===== src/rtl/sba_pkg.sv =====
// Shared definitions for the SBA two-master arbiter: FSM state encoding and bus widths.
package sba_pkg;

  localparam int ADDR_W = 32;
  localparam int DATA_W = 32;
  localparam int WE_W   = 4;

  typedef enum logic [1:0] {
    IDLE  = 2'd0,
    BUS0  = 2'd1,
    BUS1  = 2'd2,
    HOLD0 = 2'd3
  } sba_state_e;

endpackage


===== src/rtl/sba_rr_pick.sv =====
// Combinational 2-way round-robin picker; lock0 pins the pick to master 0 while it requests.
module sba_rr_pick (
  input  logic [1:0] req,
  input  logic       last,
  input  logic       lock0,
  output logic [1:0] pick
);

  always_comb begin
    pick = 2'b00;
    // master 0 wins when locked, alone, or when master 1 was served last
    if (req[0] && (lock0 || !req[1] || last)) begin
      pick = 2'b01;
    end else if (req[1]) begin
      pick = 2'b10;
    end
  end

endmodule


===== src/rtl/sba_arbiter.sv =====
// Round-robin arbiter sharing the SBA slave bus between CPU (m0) and DMA (m1), with atomic lock.
// Optional watchdog abort of unacked transfers is enabled by defining SBA_ARB_TIMEOUT_EN.
//
// state | meaning
// IDLE  | no grant; registered arbitration decision taken here
// BUS0  | master 0 owns the bus, waiting for i_ack
// BUS1  | master 1 owns the bus, waiting for i_ack
// HOLD0 | master 0 holds the lock between transfers, bus idle, m1 blocked
module sba_arbiter
  import sba_pkg::*;
#(
  parameter int TIMEOUT = 255,
  parameter int TO_W    = 8
) (
  input  logic              i_clk,
  input  logic              i_rst,
  input  logic              i_m0_stb,
  input  logic [ADDR_W-1:0] i_m0_addr,
  input  logic [WE_W-1:0]   i_m0_we,
  input  logic [DATA_W-1:0] i_m0_dat_w,
  input  logic              i_m0_lock,
  output logic              o_m0_ack,
  output logic [DATA_W-1:0] o_m0_dat_r,
  input  logic              i_m1_stb,
  input  logic [ADDR_W-1:0] i_m1_addr,
  input  logic [WE_W-1:0]   i_m1_we,
  input  logic [DATA_W-1:0] i_m1_dat_w,
  output logic              o_m1_ack,
  output logic [DATA_W-1:0] o_m1_dat_r,
  output logic              o_stb,
  output logic [ADDR_W-1:0] o_addr,
  output logic [WE_W-1:0]   o_we,
  output logic [DATA_W-1:0] o_dat_w,
  input  logic              i_ack,
  input  logic [DATA_W-1:0] i_dat_r,
  output logic [1:0]        o_grant,
  output logic              o_err
);

  sba_state_e        state_q, state_d;
  logic              last_q, last_d;
  logic [DATA_W-1:0] m0_dat_r_q, m0_dat_r_d;
  logic [DATA_W-1:0] m1_dat_r_q, m1_dat_r_d;
  logic [1:0]        pick;
  logic              to_hit;

  // Misconfiguration leaves a conspicuously named scope in the elaborated hierarchy.
  if (TIMEOUT >= (1 << TO_W)) begin : g_timeout_exceeds_counter
  end

  sba_rr_pick u_pick (
    .req   ({i_m1_stb, i_m0_stb}),
    .last  (last_q),
    .lock0 (i_m0_lock),
    .pick  (pick)
  );

`ifdef SBA_ARB_TIMEOUT_EN
  logic [TO_W-1:0] to_cnt_q, to_cnt_d;
  logic            err_q, err_d;

  always_comb begin
    to_cnt_d = '0;
    err_d    = err_q;
    to_hit   = 1'b0;
    if ((state_q == BUS0 || state_q == BUS1) && !i_ack) begin
      if (to_cnt_q == TO_W'(TIMEOUT)) begin
        to_hit = 1'b1;
        err_d  = 1'b1;
      end else begin
        to_cnt_d = to_cnt_q + 1'b1;
      end
    end
  end

  always_ff @(posedge i_clk or posedge i_rst) begin
    if (i_rst) begin
      to_cnt_q <= '0;
      err_q    <= 1'b0;
    end else begin
      to_cnt_q <= to_cnt_d;
      err_q    <= err_d;
    end
  end

  assign o_err = err_q;
`else
  assign to_hit = 1'b0;
  assign o_err  = 1'b0;
`endif

  always_comb begin
    state_d    = state_q;
    last_d     = last_q;
    m0_dat_r_d = m0_dat_r_q;
    m1_dat_r_d = m1_dat_r_q;
    o_stb      = 1'b0;
    o_addr     = '0;
    o_we       = '0;
    o_dat_w    = '0;
    o_m0_ack   = 1'b0;
    o_m1_ack   = 1'b0;
    o_grant    = 2'b00;
    case (state_q)
      IDLE: begin
        if (pick[0]) begin
          state_d = BUS0;
        end else if (pick[1]) begin
          state_d = BUS1;
        end
      end
      BUS0: begin
        o_stb   = 1'b1;
        o_addr  = i_m0_addr;
        o_we    = i_m0_we;
        o_dat_w = i_m0_dat_w;
        o_grant = 2'b01;
        if (i_ack || to_hit) begin
          o_m0_ack   = 1'b1;
          m0_dat_r_d = i_ack ? i_dat_r : '0;
          last_d     = 1'b0;
          // a watchdog abort releases the lock rather than parking in HOLD0
          state_d    = (i_m0_lock && !to_hit) ? HOLD0 : IDLE;
        end
      end
      BUS1: begin
        o_stb   = 1'b1;
        o_addr  = i_m1_addr;
        o_we    = i_m1_we;
        o_dat_w = i_m1_dat_w;
        o_grant = 2'b10;
        if (i_ack || to_hit) begin
          o_m1_ack   = 1'b1;
          m1_dat_r_d = i_ack ? i_dat_r : '0;
          last_d     = 1'b1;
          state_d    = IDLE;
        end
      end
      HOLD0: begin
        o_grant = 2'b01;
        if (!i_m0_lock) begin
          state_d = IDLE;
        end else if (i_m0_stb) begin
          state_d = BUS0;
        end
      end
      default: state_d = IDLE;
    endcase
  end

  // Read data follows i_dat_r during the ack cycle and is held from the register afterwards.
  assign o_m0_dat_r = m0_dat_r_d;
  assign o_m1_dat_r = m1_dat_r_d;

  always_ff @(posedge i_clk or posedge i_rst) begin
    if (i_rst) begin
      state_q    <= IDLE;
      last_q     <= 1'b1;
      m0_dat_r_q <= '0;
      m1_dat_r_q <= '0;
    end else begin
      state_q    <= state_d;
      last_q     <= last_d;
      m0_dat_r_q <= m0_dat_r_d;
      m1_dat_r_q <= m1_dat_r_d;
    end
  end

endmodule

===== config.mk =====
export PLATFORM = sky130hd
export DESIGN_NAME = sba_arbiter
export DESIGN_NICKNAME = d
export VERILOG_FILES = /design/src/rtl/sba_pkg.sv /design/src/rtl/sba_rr_pick.sv /design/src/rtl/sba_arbiter.sv
export SDC_FILE = /design/constraint.sdc
export NUM_CORES = 1
export LEC_CHECK = 0
export BUFFER_PORTS_ARGS = -buffer_cell sky130_fd_sc_hd__buf_2
export CORE_AREA = 5 5 119 121
export CTS_BUF_LIST = sky130_fd_sc_hd__clkbuf_8
export CTS_CLUSTER_DIAMETER = 60
export DETAILED_ROUTE_END_ITERATION = 8
export DIE_AREA = 0 0 124 126
export GPL_ROUTABILITY_DRIVEN = 1
export HOLD_SLACK_MARGIN = 0.06
export SLEW_MARGIN = 15
export SYNTH_ARGS = -nofsm -noshare
export SYNTH_HDL_FRONTEND = slang
export SYNTH_HIERARCHICAL = 1
export SYNTH_SLANG_ARGS = --single-unit
export TNS_END_PERCENT = 20

===== constraint.sdc =====
create_clock -name i_clk -period 2.6 [get_ports i_clk]
set_input_delay 0.39 -clock i_clk [delete_from_list [all_inputs] [get_ports i_clk]]
set_output_delay 0.39 -clock i_clk [all_outputs]
set_load 0.02 [all_outputs]

==> run summary <==
The flow ran to the end, and the final reports show no timing, DRC or antenna violations. The via count of the first global-routing pass was 3925. The post-synthesis cell type count was 25; the logic depth of the worst setup path including buffers was 6. The final worst-path cycle share came out at 93.6%.

The worst setup path is captured at an output port. The initial antenna violation count is 1, and the height of the chip is 126 µm. The number of sinks on the clock net is 67, and the transition time of the tightest slew-check pin is 0.813 ns.

The data arrival at the endpoint of the critical path was 2.04 ns; the overall fraction of global-route tracks in use was 16.8%. After detailed routing, the number of remaining DRC violations is 0. Dividing total power by cell area gives a power density of 1370 nW/µm². The count of final setup violators is 0, and the number of buffers created by CTS is 9.

The layer with the highest usage was met2. The tools report the launch instance of the worst register-to-register path as state_q[1]. The maximum number of pins on one net before global-route repair came out at 71. The final critical path time including I/O delays and setup is 2.43 ns. Across the run, the number of max-cap violations was 0. Routability-driven placement finished with a final weighted congestion of 0.825. The combined buffer and inverter count along the critical path came out at 3.

Counting flops with a built-in enable in the synthesized netlist gives 0. The top flip-flop cell by instance count after synthesis is dfrtp_1. The fraction of registers with async set or reset after synthesis was 100%; the number of port buffers was 310. The largest single stage delay on the critical path is 0.44 ns. From synthesis to final layout, the design area changed by 51.3%. The wire length per cell is 17.5 µm, and the overall routed net length is 14200 µm.

The post-placement worst setup slack came out at 0.461 ns. The via-per-instance ratio works out to 4.64. The tools report the sort of element at the start of the critical path as a flip-flop. The H-tree was split into 3 levels.

The run gives 814 µV as the largest voltage drop on the vdd net. In this run the worst setup path terminates at o_addr[4]. For the sequential area share after synthesis, the log shows 44.4%. In this run the worst path has a maximum fanout of 70.

Once detailed placement completed, the half-perimeter wirelength came to 11500 µm. The fraction of layout instances using a drive strength above 1 came out at 64.4%. Setup repair after global routing left no endpoint under its margin.

The net count after synthesis was 512; the number of hold-repair buffers added at the cts stage was 0. The tools report the wire length of the first global-routing pass as 20500 µm. The worst pin sits at a relative slew slack of 45.8%. Synthesized cell area: 3780 µm². The tools report the residual overflow from global routing as 0.

For this run, the detailed router's first-pass iteration total came to 4. In this run the remaining antenna-violating nets after routing total 0. 312 I/O pins were placed. Global routing used 18.4% of the available met1 tracks. The setup slack of the worst register-to-register path came out at 0.94 ns.

The routed layout has 3756 vias. The number of max-slew violations in the final report was 0. For this run, the top clock speed supported by timing is 0.411 GHz. Once the floorplan was initialized, standard cells occupied 29.1% of the core.

The worst-case reg-to-reg path depth is 6. The end of the worst register-to-register path is state_q[1]. A synthesized cell averages 11.4 µm². For the buffer depth of the longest clock path, the log shows 2. For the accumulated negative setup slack, the log shows 0 ns.

Slowest stage cell on the critical path: dfrtp_1. Once the clock tree was built, the setup fixing pass inserted 0 buffers. Number of nets at the end of the flow: 808. The logs give 44.0% for the post-route core utilization and 0.293 ns for the hold slack. The number of standard-cell rows in the floorplan was 42; the clock-pin transition on the worst setup and hold timing paths was 0.07 ns. The critical path goes through inv_1 > ha_2 > buf_12 > a22oi_1 > nor2b_1 > buf_2. Synthesis inferred 67 register bits. The Yosys step of the flow raised 6 warnings. The critical path's top delay family was buffers and inverters. In this run the clock root is driven by a clkbuf_8. In the global route stage, met2 resource usage came out at 30.0%. The later pin in the worst-skew pair is clocked with a latency of 0.34 ns. TritonCTS built the clock tree. The min-delay analysis places its worst path in the category in2async.

The critical path is of the reg2out type. The global-route met3 utilization is 4.66%, and the largest clock skew in the final design is 0.00403 ns. The floorplan step defined a core boundary enclosing 13000 µm². The total power was 7.81 mW. The overall die width is 124 µm, and the count of mapped cells out of synthesis is 331. The worst setup slack after layout came out at 0.166 ns. The area enclosed by the die boundary is 15600 µm². The first routing iteration left 171 violations. Number of hold violations in the final report: 0. The count of instances resized after the clock tree is built came out at 0.

In this run the static leakage power is 2.92 nW. The launching instance or port of the critical path was state_q[0]. Data on the critical path is required at its endpoint by 2.21 ns.
metal layers:
metal	share of wire, %	vias up
li1	-	1779
met4	2.4	0
met1	36	1787
met3	10	17
met5	0	-
met2	51	173
registers in the layout, summed over array words and instances (netlist names):
name        cells
m0_dat_r_q     32
m1_dat_r_q     32
state_q         2
last_q          1
worst min path at each step:
stage	to	start	cells past startpoint	slack [ns]
floorplan	state_q[0]	i_m0_lock	1	0.53
global placement	m1_dat_r_q[19]	m1_dat_r_q[19]	1	0.48
detailed placement	m1_dat_r_q[2]	m1_dat_r_q[2]	1	0.48
CTS	m1_dat_r_q[7]	i_dat_r[7]	2	0.28
global route	m0_dat_r_q[7]	i_dat_r[7]	2	0.30
finish	m0_dat_r_q[4]	i_rst	3	0.29
layout make-up:
cell class                      count  area (µm²)
Inverter                            6        22.5
Fill cell                        1300        7260
Sequential cell                    67        1680
Clock inverter                      6         111
Antenna cell                        1        2.50
Timing Repair Buffer              316        1650
Tap cell                          176         220
Clock buffer                       10         138
Multi-Input combinational cell    227        1890
cell families (layout without fill, tap and decap cells):
family	after synthesis	in the layout	share of synthesized area [%]
other	1	2	0.0993
and+or+nand+nor	79	79	12.8
buffers and inverters	37	338	5.60
adders and majority gates	7	7	2.32
muxes	66	66	19.6
AOI/OAI and AO/OA	74	74	15.1
DFF	67	67	44.4
placed cells by master (no fill, tap or decap), types with 2 or more instances in the layout:
cell and instances:
nand2_2 2, buf_12 4, clkbuf_8 10, nor2_1 4
nand2_1 2, inv_1 5, buf_2 310, a22oi_1 68
dfrtp_1 66, mux2_2 65, bufinv_16 3, ha_1 5
ha_2 2, nor2b_1 68
cell usage after synthesis (2+ instances only):
cell      count  area share, %
a22oi_1      68             14
buf_2        13            1.7
inv_1         6           0.60
dfrtp_1      66             44
mux2_2       65             19
nor2b_1      68             11
ha_1          7            2.3
buf_6         6            1.8
nor2_1        4           0.40
nand2_1       2           0.20
clkbuf_1      9           0.89
nand2_2       2           0.33
buf_4         3           0.60
worst register-to-register path, delay by kind of cell, from the launching register on:
kind	cells	cell delay (ns)
mux	2	0.40
fa+ha+maj	1	0.24
buf+inv	2	0.43
flops	1	0.43
simple gates	1	0.08
stage by stage:
stage | cell area (µm²) | instances
2_1_floorplan | 3780 | 331
3_3_place_gp | 5460 | 792
3_5_place_dp | 5460 | 792
4_1_cts | 5710 | 808
5_1_grt | 5720 | 809
6_report | 5720 | 809
where the power goes:
group | switching, mW | internal [mW]
registers | 0.140 | 1.57
logic | 3.05 | 1.99
clock network | 0.397 | 0.665
No activity file was read; power rests on OpenSTA's default activity.
